File: src/rtl/gcd_core_if.sv
// Start/done handshake bundle between a controller and the GCD engine.
// The controller side drives the launch request and operands; the engine side
// returns status and the registered answer.
interface gcd_core_if #(
  parameter int WIDTH = 8
);
  logic             start;
  logic [WIDTH-1:0] a;
  logic [WIDTH-1:0] b;
  logic             busy;
  logic             done;
  logic [WIDTH-1:0] result;
  logic [WIDTH-1:0] iterations;

  modport master (
    output start, a, b,
    input  busy, done, result, iterations
  );

  modport slave (
    input  start, a, b,
    output busy, done, result, iterations
  );
endinterface

File: src/rtl/gcd_core.sv
// Sequential GCD engine using Euclid's subtraction algorithm.
// One compare-or-subtract step per cycle in CALC; a single-cycle DONE state
// produces the done pulse. result and iterations are registered and held
// until the next accepted start so a display stage can read them at leisure.
module gcd_core #(
  parameter int WIDTH = 8
) (
  input  logic       clk,
  input  logic       reset,
  gcd_core_if.slave  bus
);

  typedef enum logic [1:0] {
    IDLE = 2'd0,
    CALC = 2'd1,
    DONE = 2'd2
  } state_t;

  state_t           state, state_next;
  logic [WIDTH-1:0] x, x_next;
  logic [WIDTH-1:0] y, y_next;
  logic [WIDTH-1:0] result, result_next;
  logic [WIDTH-1:0] iter, iter_next;
  logic [WIDTH-1:0] iter_inc;

  // Step counter that sticks at all-ones instead of wrapping.
  assign iter_inc = (iter == '1) ? iter : iter + 1'b1;

  // State and datapath registers; reset is synchronous and overrides start.
  always_ff @(posedge clk) begin
    // NOTE: registers use non-blocking assignments so every flop samples the
    // pre-edge values, independent of statement order inside the block.
    if (reset) begin
      state  <= IDLE;
      x      <= '0;
      y      <= '0;
      result <= '0;
      iter   <= '0;
    end else begin
      state  <= state_next;
      x      <= x_next;
      y      <= y_next;
      result <= result_next;
      iter   <= iter_next;
    end
  end

  // Next-state, datapath update and status outputs.
  always_comb begin
    // NOTE: every signal written here gets a default first; a path that
    // leaves one unassigned would infer a latch.
    state_next  = state;
    x_next      = x;
    y_next      = y;
    result_next = result;
    iter_next   = iter;
    bus.busy    = 1'b0;
    bus.done    = 1'b0;

    case (state)
      IDLE: begin
        if (bus.start) begin
          x_next     = bus.a;
          y_next     = bus.b;
          iter_next  = '0;
          state_next = CALC;
        end
      end

      CALC: begin
        bus.busy = 1'b1;
        if (x == '0) begin
          result_next = y;
          state_next  = DONE;
        end else if (y == '0) begin
          result_next = x;
          state_next  = DONE;
        end else if (x == y) begin
          result_next = x;
          state_next  = DONE;
        end else if (x > y) begin
          // Only the larger operand is reduced, so no underflow is possible.
          x_next    = x - y;
          iter_next = iter_inc;
        end else begin
          y_next    = y - x;
          iter_next = iter_inc;
        end
      end

      DONE: begin
        bus.done   = 1'b1;
        state_next = IDLE;
      end

      default: state_next = IDLE;
    endcase
  end

  assign bus.result     = result;
  assign bus.iterations = iter;

endmodule

File: src/flat_wrapper.sv
// flat-port wrapper written by rule: the top's interface ports become plain ports
module gcd_core_flat 
#(
  parameter int WIDTH = 8
)
  (clk, reset, bus_start, bus_a, bus_b, bus_busy, bus_done, bus_result, bus_iterations);
  gcd_core_if #(.WIDTH(WIDTH)) bus_i ();
  input  logic clk;
  input  logic reset;
  input wire logic [$bits(bus_i.start)-1:0] bus_start;
  input wire logic [$bits(bus_i.a)-1:0] bus_a;
  input wire logic [$bits(bus_i.b)-1:0] bus_b;
  output wire logic [$bits(bus_i.busy)-1:0] bus_busy;
  output wire logic [$bits(bus_i.done)-1:0] bus_done;
  output wire logic [$bits(bus_i.result)-1:0] bus_result;
  output wire logic [$bits(bus_i.iterations)-1:0] bus_iterations;
  assign bus_i.start = bus_start;
  assign bus_i.a = bus_a;
  assign bus_i.b = bus_b;
  assign bus_busy = bus_i.busy;
  assign bus_done = bus_i.done;
  assign bus_result = bus_i.result;
  assign bus_iterations = bus_i.iterations;
  gcd_core #(.WIDTH(WIDTH)) u_core (.clk(clk), .reset(reset), .bus(bus_i));
endmodule
File: config.mk
export PLATFORM = sky130hd
export DESIGN_NAME = gcd_core_flat
export DESIGN_NICKNAME = d
export VERILOG_FILES = /design/src/rtl/gcd_core_if.sv /design/src/rtl/gcd_core.sv /design/src/flat_wrapper.sv
export SDC_FILE = /design/constraint.sdc
export NUM_CORES = 1
export LEC_CHECK = 0
export BUFFER_PORTS_ARGS = -buffer_cell sky130_fd_sc_hd__buf_2
export CELL_PAD_IN_SITES_DETAIL_PLACEMENT = 1
export CELL_PAD_IN_SITES_GLOBAL_PLACEMENT = 2
export CORE_ASPECT_RATIO = 0.5
export CORE_MARGIN = 2
export CORE_UTILIZATION = 30
export CTS_CLUSTER_SIZE = 12
export DETAILED_ROUTE_END_ITERATION = 7
export GPL_TIMING_DRIVEN = 0
export PLACE_DENSITY_LB_ADDON = 0.1
export SLEW_MARGIN = 40
export SYNTH_ARGS = -nofsm -noshare
export SYNTH_HDL_FRONTEND = slang
export SYNTH_SLANG_ARGS = --single-unit
File: constraint.sdc
create_clock -name clk -period 2.5 [get_ports clk]
set_clock_uncertainty 0.15 [all_clocks]
set_input_delay 0.25 -clock clk [delete_from_list [all_inputs] [get_ports clk]]
set_output_delay 0.25 -clock clk [all_outputs]
set_load 0.02 [all_outputs]
Word-level counts from Yosys, hierarchy flattened. Index checks and enable logic that the tools add are counted.

Bits in registers: 34. Bits of input ports: 19. Output and inout port bits: 18. Logic and storage cells: 59.

Add/subtract/negate cells: 3. Order comparisons: 1. Equal/unequal tests: 12. Muxes and demuxes: 28. Reductions and logical operators: 10.

Operators with widths (count): $mux 8 (18); $pmux 8 s2 (3); $reduce_and 6->1 (3); $logic_not 8->1 (2); $sub 8x8->8 (2); $ne 2x2->1 const B (6); $add 8x1->8 const B (1); $eq 8x8->1 (1); $eq 8x8->1 const B (1); $gt 8x8->1 (1); $mux 2 (4); $ne 4x1->1 const B (1); $pmux 2 s2 (1); $reduce_and 2->1 (2); $reduce_bool 3->1 (1); $eq 2x1->1 const B (1); $eq 2x2->1 const B (1); $logic_not 2->1 (1); $mux 1 (2); $ne 2x1->1 const B (1); $reduce_bool 2->1 (1).

Logic depth before layout (Yosys ltp). Gate-level depths: netlist of the first run.

Depth in word-level cells: 6. Mapped depth: 10. Mapped depth without buffers: 9.

Worst setup path after synthesis of the first run. OpenSTA, ideal clock, no wires.

Path type: register -> register. Start point: reg u_core.x[0]. End point: reg u_core.x[5]. Library setup time: 0.086 ns. Data arrival time: 2.198 ns. Required time: 2.264 ns. Setup slack: 0.066 ns. Stages on the path, launching flop included: 11. Buffers on the path: 1. Period minus slack after synthesis: 2.434 ns. Cells stage by stage: dfxtp_1 -> inv_1 -> ha_1 -> fa_1 -> nand2b_1 -> a211oi_1 -> o31ai_1 -> a31oi_4 -> buf_6 -> nor2_1 -> a211oi_1.

Word-level cells in the longest chain between the ends: 6.

RTL lines: start: declaration (RTL line gcd_core.sv:20) `logic [WIDTH-1:0] x, x_next;`; start signal: assignment (RTL line gcd_core.sv:41) `x <= x_next;`; $sub 8x8->8 (RTL line gcd_core.sv:83) `x_next = x - y;`; $mux 8 (RTL line gcd_core.sv:81) `end else if (x > y) begin`; $mux 8 (RTL line gcd_core.sv:78) `end else if (x == y) begin`; $mux 8 (RTL line gcd_core.sv:75) `end else if (y == '0) begin`; $mux 8 (RTL line gcd_core.sv:72) `if (x == '0) begin`; $pmux 8 s2 (RTL line gcd_core.sv:60) `case (state)`.

Parallel ways exist; a longest one is shown, timed or not. The select of a mux whose other input is x is not followed. A chain may end at the register's enable or synchronous reset.

Worst setup path in the final report of the first run.
Start point: reg u_core.x[0]. End point: reg u_core.x[7].

The elaborated chain is that of the path after synthesis.

==> impl_metrics.csv, run 1 <==
group,metric,value,unit
synth,synth_nets,329,
routing,wl_met2,3460,um
timing,tns,0,ns
clocking,clock_sinks,34,
timing,hold_slack,0.0810,ns
synth,synth_top_area_share,29.4,%
worst_setup_path,critPathSlowestCell,"dfxtp_4",
clocking,htree_levels,2,
routing,routed_wl,8100,um
worst_setup_path,critPathTopFamily,"compound AO/OA/AOI/OAI gates",
worst_setup_path,path_cells,"inv_2, ha_4, fa_2, nand2b_4, a211oi_4, o31ai_4, a31oi_4, buf_4, nor2_1, a311oi_1",
routing,drt-pass1-iter-count,4,
timing,timing.fmax,406,MHz
grt,grt_max_degree,11,
placement,dpl_worst_slack,-0.435,ns
min_path,worstHoldStart,"bus_a[6]",
floorplanning,dieArea,8490,um2
clocking,clk_path_buf_depth,2,
final_layout,drive_gt1_share,34.4,%
timing,worstMarginPinSlew,0.675,ns
worst_setup_path,r2r_cells,10,
synth,ys_ff_latch,34,
synth,synth_area_leaders,"dfxtp_1 29%, ha_1 8.6%, nor2_1 7.3%",
worst_setup_path,reg2reg_setup_slack,0.03,ns
min_path,min_path_type,"input port to flop",
synth,synth_warnings,0,
timing,max-slew-margin-rel,55.0,%
floorplanning,die_w,128,um
run_status,status,"finished, final reports clean",
synth,syn_area,2320,um2
worst_setup_path,critPathRequiredTime,2.53,ns
timing,fin_crit,2.47,ns
grt,grt_pass1_vias,2379,
run,cap_violations,0,
final_layout,final_common_cell,"nor2_1",
synth,synthArstFlopShare,0,%
grt,gr-usage-all-layers,19.7,%
clocking,cts_buffers,5,
routing,wl_met3,265,um
routing,highest-signal-layer,"met4",
worst_setup_path,startpoint,"u_core.x[0]$_SDFFE_PP0P_",
worst_setup_path,slowest_delay,0.37,ns
timing,finalSetupViolCount,0,
floorplanning,start_util,31.3,%
worst_setup_path,startpoint_type,"flop",
timing,slew_violations,0,
worst_setup_path,path_depth,10,
clocking,root_buffer,"clkbuf_16",
worst_setup_path,cp_data_arrival_time,2.49,ns
grt,antenna_found_initial,0,
min_path,hold_path_end,"u_core.x[6]$_SDFFE_PP0P_",
floorplanning,placementRows,22,
routing,drc_errors,0,
synth,synth_top_area_cell,"dfxtp_1",
floorplanning,die_y,66.2,um
synth,synthDistinctLibCells,45,
worst_setup_path,worstSetupPathType,"flop to flop",
synth,yosysSeqAreaShare,29.4,%
grt,overflow,0,
placement,dp_hpwl,6060,um
final_layout,antenna_cells,0,
timing,hold_viol,0,
placement,port_buffers,35,
worst_setup_path,timing.rr.start,"u_core.x[0]$_SDFFE_PP0P_",
worst_setup_path,r2r-end,"u_core.x[7]$_SDFFE_PP0P_",
clocking,cts_tree,"built",
grt,grt_pass1_wl,12600,um
routing,ant_nets,0,
timing,rsz0062_at_grt,"yes",
worst_setup_path,end_kind,"flop",
routing,drtIter0Drc,96,
timing,period_share,98.6,%
final_layout,area_growth,36.4,%
floorplanning,core,7400,um2
synth,postSynthCellCount,292,
min_path,min_path_cells,3,
routing,vias,2394,
clocking,cts.clk_slew.worst_paths,0.05,ns
synth,synth_top_flop_cell,"dfxtp_1",
synth,synth_edf_count,0,
worst_setup_path,cp_max_fo,4,
final_layout,finish.net_count,391,
routing,met1Wirelength,4320,um
placement,place.gp.congestion,0.824,
routing,via_per_inst,5.31,
final_layout,final_cell_mix,"41 x nor2_1, 35 x buf_2, 27 x a21oi_1, 20 x inv_1, 20 x a211oi_1",
clocking,insertion_delay,0.28,ns
timing,layout_setup_ws,0.0347,ns
routing,wl_per_cell,18.0,um
floorplanning,pin_count,37,
worst_setup_path,critical_path_buf_inv_count,2,
synth,syn_avg_cell_area,7.94,um2
[routing by layer]
layer / GRT usage (%) / vias up
met2: 31.3 / 36
met5: 0 / -
li1: - / 1177
met4: 4.26 / 0
met1: 28.3 / 1174
met3: 2.83 / 7
[cells by family after synthesis]
family	count (synthesis)	share of synthesized area [%]
compound gates	88	26.8
xor+xnor	2	0.756
fa+ha+maj	18	10.4
buf+inv	38	7.88
flops	34	29.4
mux	1	0.432
simple gates	111	24.4
[layout make-up]
class / count / area [um2]
plain buffers: 15 / 101
clock buffers: 8 / 166
fillers: 890 / 4240
inverters: 23 / 86.3
multi-input cells: 220 / 1630
flip-flops and latches: 34 / 719
well taps: 96 / 120
repair buffers: 55 / 342
[worst register-to-register path, cell delays in order (launching register included)]
cell and delay (ns):
dfxtp_4 0.37, inv_2 0.05, ha_4 0.16, fa_2 0.36, nand2b_4 0.17, a211oi_4 0.32
o31ai_4 0.13, a31oi_4 0.24, buf_4 0.15, nor2_1 0.04, a311oi_1 0.24
[cells in the mapped netlist (all sizes together), types with 4 or more instances]
| cell | instances |
|---|---|
| dfxtp | 34 |
| nor3 | 6 |
| a311oi | 7 |
| nor2b | 5 |
| o21ai | 12 |
| or4 | 8 |
| nor2 | 48 |
| nand2b | 5 |
| inv | 23 |
| clkbuf | 7 |
| nand3 | 7 |
| a21oi | 28 |
| nand4 | 5 |
| nand3b | 4 |
| ha | 16 |
| a211oi | 22 |
| o31ai | 4 |
| nand2 | 18 |
| buf | 8 |
| o21a | 4 |
[how the worst max path moves through the flow]
| stage | slack (ns) | to |
|---|---|---|
| detailed placement | -0.43 | u_core.x[4]$_SDFFE_PP0P_ |
| global placement | -0.41 | u_core.x[4]$_SDFFE_PP0P_ |
| finish | 0.03 | u_core.x[7]$_SDFFE_PP0P_ |
| global route | -0.02 | u_core.x[7]$_SDFFE_PP0P_ |
| floorplan | 0.07 | u_core.x[5]$_SDFFE_PP0P_ |
| CTS | 0.00007 | u_core.bus.iterations[6]$_SDFFE_PP0P_ |
[metrics by stage]
stage	area [um2]	cells	util (%)
2_1_floorplan	2320	292	-
3_3_place_gp	2610	423	35.3
3_5_place_dp	2610	423	35.3
4_1_cts	3000	445	40.6
5_1_grt	3160	451	42.7
6_report	3160	451	42.7
[state kept, by name (all words and copies together) (netlist names)]
register and flops:
u_core.y 8, u_core.bus.iterations 8, u_core.x 8, u_core.bus.result 8, u_core.state 2
[timing repair]
action | 4_1_cts | 5_1_grt
hold buffers | 0 | 0
pin swaps | 13 | 16
setup buffers | 14 | 6
endpoints found under the setup margin | 26 | 21
resized for setup | 34 | 25
Power of run 1 is not shown: default switching activity piles up to over one toggle a cycle in this logic, so the estimate is an artifact.
==> run 2: changes to the inputs <==
--- a/config.mk
+++ b/config.mk
@@ -14,7 +14,7 @@
 export CTS_CLUSTER_SIZE = 12
 export DETAILED_ROUTE_END_ITERATION = 7
 export GPL_TIMING_DRIVEN = 0
-export PLACE_DENSITY_LB_ADDON = 0.1
+export PLACE_DENSITY = 0.84
 export SLEW_MARGIN = 40
 export SYNTH_ARGS = -nofsm -noshare
 export SYNTH_HDL_FRONTEND = slang
==> impl_metrics.csv, run 2 (same netlist as run 1, synthesis figures left out) <==
group,metric,value,unit
routing,drtIter0Drc,115,
final_layout,fillers,877,
worst_setup_path,end_kind,"flop",
timing,hold_viol,0,
clocking,clk_path_buf_depth,2,
worst_setup_path,slowest_delay,0.44,ns
clocking,clock_sinks,34,
placement,place.gp.congestion,0.803,
routing,drt-pass1-iter-count,4,
clocking,cts.clk_slew.worst_paths,0.06,ns
final_layout,finish.net_count,396,
grt,grt_pass1_wl,13000,um
final_layout,final_cell_mix,"39 x nor2_1, 36 x buf_2, 27 x a21oi_1, 22 x inv_1, 20 x dfxtp_1",
grt,grt_pass1_vias,2495,
clocking,cts_buffers,5,
grt,antenna_found_initial,0,
timing,max-slew-margin-rel,53.2,%
run_status,status,"finished, final reports clean",
worst_setup_path,reg2reg_setup_slack,0.007,ns
clocking,cts_tree,"built",
worst_setup_path,critPathRequiredTime,2.49,ns
worst_setup_path,cp_data_arrival_time,2.48,ns
final_layout,antenna_cells,0,
worst_setup_path,worstSetupPathType,"flop to flop",
timing,timing.fmax,401,MHz
floorplanning,pin_count,37,
timing,tns,0,ns
worst_setup_path,critPathSlowestCell,"dfxtp_2",
worst_setup_path,r2r_cells,11,
worst_setup_path,startpoint,"u_core.x[3]$_SDFFE_PP0P_",
worst_setup_path,startpoint_type,"flop",
floorplanning,dieArea,8490,um2
timing,slew_violations,0,
routing,vias,2472,
floorplanning,start_util,31.3,%
min_path,worstHoldStart,"bus_a[6]",
grt,overflow,0,
worst_setup_path,path_cells,"ha_4, buf_6, nand4_1, buf_4, nor2_4, buf_4, o41a_4, a31oi_4, buf_6, buf_12, a311oi_1",
timing,period_share,99.7,%
worst_setup_path,path_depth,11,
routing,routed_wl,8650,um
worst_setup_path,cp_max_fo,7,
final_layout,final_common_cell,"nor2_1",
final_layout,drive_gt1_share,36.1,%
clocking,root_buffer,"clkbuf_16",
worst_setup_path,crit_path_end,"u_core.x[6]$_SDFFE_PP0P_",
clocking,insertion_delay,0.28,ns
final_layout,regArea,716,um2
timing,rsz0062_at_grt,"yes",
worst_setup_path,critical_path_buf_inv_count,5,
routing,wl_per_cell,19.0,um
floorplanning,core,7400,um2
final_layout,area_growth,40.1,%
routing,drc_errors,0,
worst_setup_path,r2r-end,"u_core.x[6]$_SDFFE_PP0P_",
floorplanning,die_w,128,um
timing,fin_crit,2.49,ns
worst_setup_path,timing.rr.start,"u_core.x[3]$_SDFFE_PP0P_",
timing,worstMarginPinSlew,0.701,ns
routing,via_per_inst,5.42,
floorplanning,placementRows,22,
grt,gr-usage-all-layers,19.9,%
floorplanning,die_y,66.2,um
placement,port_buffers,35,
min_path,min_path_type,"input port to flop",
clocking,postCtsHoldBufs,0,
placement,dp_hpwl,5810,um
run,cap_violations,0,
routing,ant_nets,0,
clocking,htree_levels,2,
worst_setup_path,critPathTopFamily,"buffers and inverters",
final_layout,multi_input_area,1650,um2
grt,grt_max_degree,13,
timing,finalSetupViolCount,0,
final_layout,final_util,43.9,%
run 2: cell types whose count changed in the layout (fill, tap and decap cells not counted), moves of 3 or more:
cell | before | now
a211oi_2 | 1 | 5
buf_6 | 6 | 12
a211oi_1 | 20 | 16
inv_2 | 3 | 0
clkbuf_8 | 3 | 0
run 2: timing repair:
item                                    CTS  global route
resized for setup                        34            35
setup buffers                            17             8
gates cloned                              0             0
pin swaps                                11            14
endpoints found under the setup margin   26            24
run 2: worst min path at each step:
stage | end | slack (ns) | cells after the start
detailed placement | u_core.bus.result[0]$_SDFFE_PP0P_ | 0.35 | 2
global route | u_core.x[2]$_SDFFE_PP0P_ | 0.1 | 3
finish | u_core.x[6]$_SDFFE_PP0P_ | 0.07 | 3
CTS | u_core.x[6]$_SDFFE_PP0P_ | 0.08 | 3
global placement | u_core.bus.iterations[1]$_SDFFE_PP0P_ | 0.33 | 2
floorplan | u_core.x[2]$_SDFFE_PP0P_ | 0.26 | 2
run 2: through the flow:
stage	hold WS [ns]	setup WS (ns)	instance area, um2	std cells
floorplan	0.259	0.0660	2320	292
global placement	0.331	-0.402	2610	423
detailed placement	0.347	-0.497	2610	423
CTS	0.0781	0.000178	3030	448
global route	0.0985	-0.0641	3250	456
finish	0.0736	0.00681	3250	456
run 2: per-layer routing:
metal	vias to the layer above	routed length [um]	part of all wire (%)	global-route usage, %
li1	1189	-	-	-
met1	1237	4120	48	25.6
met2	39	4160	48	35.9
met3	7	283	3.3	2.51
met4	0	78	0.90	4.53
met5	-	0	0	0
run 2: layout make-up:
type                            instances  area share (%)
Inverter                               23            2.73
Multi-Input combinational cell        220            50.9
Tap cell                               96            3.70
Clock buffer                            5            3.85
Timing Repair Buffer                   60            12.2
Sequential cell                        34            22.0
Buffer                                 15            3.16
Clock inverter                          3            1.39
run 2: worst register-to-register path, delay by kind of cell (launching register included):
kind | cells | cell delay (ns)
flip-flops | 1 | 0.44
buffers and inverters | 5 | 0.70
AND/OR/NAND/NOR | 2 | 0.15
AO/OA/AOI/OAI | 3 | 0.66
adder cells (fa/ha/maj) | 1 | 0.24
Power of run 2 is left out for the same reason.
==> run 3: changes to the inputs <==
--- a/config.mk
+++ b/config.mk
@@ -13,7 +13,6 @@
 export CORE_UTILIZATION = 30
 export CTS_CLUSTER_SIZE = 12
 export DETAILED_ROUTE_END_ITERATION = 7
-export GPL_TIMING_DRIVEN = 0
 export PLACE_DENSITY = 0.84
 export SLEW_MARGIN = 40
 export SYNTH_ARGS = -nofsm -noshare
==> impl_metrics.csv, run 3 (same netlist as run 1, synthesis figures left out) <==
group,metric,value,unit
timing,timing.fmax,407,MHz
final_layout,fillers,904,
routing,routed_wl,7800,um
clocking,clk_path_buf_depth,2,
worst_setup_path,startpoint_type,"flop",
min_path,min_path_type,"input port to flop",
timing,rsz0062_at_grt,"yes",
grt,grt_pass1_wl,12100,um
timing,hold_viol,0,
routing,vias,2396,
grt,grt_max_degree,38,
clocking,insertion_delay,0.28,ns
final_layout,antenna_cells,0,
grt,gr-usage-all-layers,18.3,%
floorplanning,core,7400,um2
worst_setup_path,critPathRequiredTime,2.54,ns
routing,wl_per_cell,17.3,um
grt,grt_util_met3,2.35,%
placement,placed_cell_area,2760,um2
floorplanning,dieArea,8490,um2
power_and_ir_drop,power_density,1820,nW/um2
placement,port_buffers,36,
final_layout,final_common_cell,"nor2_1",
floorplanning,pin_count,37,
clocking,root_buffer,"clkbuf_16",
placement,place.gp.congestion,0.834,
timing,period_share,98.3,%
final_layout,final_cell_count_no_fill,452,
final_layout,area_growth,30.0,%
power_and_ir_drop,peakVddDrop,0.519,mV
clocking,clock_sinks,34,
routing,via_per_inst,5.30,
clocking,cts_buffers,5,
power_and_ir_drop,power,5.49,mW
routing,ant_nets,0,
timing,slew_violations,0,
floorplanning,die_y,66.2,um
floorplanning,placementRows,22,
routing,drc_errors,0,
grt,grt_use_met1,24.3,%
final_layout,finish.net_count,392,
grt,antenna_found_initial,0,
placement,placedCellCount,441,
timing,worstMarginPinSlew,0.760,ns
routing,drtIter0Drc,94,
timing,hold_slack,0.0859,ns
clocking,postCtsHoldBufs,0,
power_and_ir_drop,power.leakage,1.24,nW
worst_setup_path,cp_max_fo,8,
clocking,cts_tree,"built",
placement,dp_hpwl,5810,um
clocking,cts.clk_slew.worst_paths,0.06,ns
grt,overflow,0,
grt,met2_usage,31.6,%
run,cap_violations,0,
clocking,htree_levels,2,
worst_setup_path,cp_data_arrival_time,2.49,ns
final_layout,drive_gt1_share,28.9,%
grt,grt_pass1_vias,2437,
timing,finalSetupViolCount,0,
run_status,status,"finished, final reports clean",
worst_setup_path,worstSetupPathType,"flop to flop",
floorplanning,die_w,128,um
timing,fin_crit,2.46,ns
grt,top_usage_layer,"met2",
timing,tns,0,ns
final_layout,final_cell_area,3010,um2
timing,max-slew-margin-rel,49.3,%
worst_setup_path,end_kind,"flop",
floorplanning,start_util,31.3,%
routing,drt-pass1-iter-count,4,
final_layout,final_cell_mix,"44 x nor2_1, 36 x buf_2, 32 x buf_4, 32 x dfxtp_1, 27 x a21oi_1",
run 3: through the flow:
stage / worst slack (ns) / utilization (%)
5_1_grt: -0.0423 / 40.7
6_report: 0.0432 / 40.7
3_5_place_dp: 0.0134 / 37.3
3_3_place_gp: 0.0675 / 37.3
2_1_floorplan: 0.0660 / -
4_1_cts: 0.0226 / 39.4
run 3: path summary, 6_finish.rpt:
kind / cells after the start / to / start / slack [ns]
worst max-delay path: 10 / u_core.x[3]$_SDFFE_PP0P_ / u_core.x[0]$_SDFFE_PP0P_ / 0.04
worst min-delay path: 3 / u_core.x[7]$_SDFFE_PP0P_ / bus_a[7] / 0.09
worst max register to register: 10 / u_core.x[3]$_SDFFE_PP0P_ / u_core.x[0]$_SDFFE_PP0P_ / 0.04
worst min register to register: 2 / u_core.bus.iterations[1]$_SDFFE_PP0P_ / u_core.bus.iterations[1]$_SDFFE_PP0P_ / 0.34
run 3: metal layers:
metal | part of all wire [%] | up-vias | wire [um]
li1 | - | 1181 | -
met1 | 49 | 1172 | 3790
met3 | 3.6 | 7 | 283
met2 | 47 | 36 | 3660
met4 | 0.95 | 0 | 74
met5 | 0 | - | 0
run 3: power breakdown:
group	internal, mW	switching [mW]
combinational	1.69	2.28
clock	0.395	0.237
sequential	0.744	0.138
total	2.83	2.66
run 3: area by class of cell:
type / instances / area [um2] / share of cell area, %
Tap cell: 96 / 120 / 3.99
Inverter: 23 / 86.3 / 2.87
Clock inverter: 1 / 5.00 / 0.166
Multi-Input combinational cell: 221 / 1530 / 50.9
Clock buffer: 7 / 143 / 4.73
Timing Repair Buffer: 70 / 443 / 14.7
Sequential cell: 34 / 683 / 22.7
run 3: timing repair:
item / CTS / global route
setup endpoints to repair: 2 / 18
cloned: 0 / 1
setup buffers: 0 / 3
gates resized for setup: 1 / 19
pin swaps: 0 / 9
run 3: worst max-delay path, cell delays in order, from the launching register on:
cell,delay [ns]
dfxtp_1,0.32
inv_1,0.05
ha_2,0.18
fa_1,0.38
nand2b_4,0.16
a211oi_2,0.32
o31ai_2,0.13
a31oi_4,0.21
buf_6,0.16
nor2_1,0.05
a311oi_2,0.25
No activity file was read; power rests on OpenSTA's default activity.
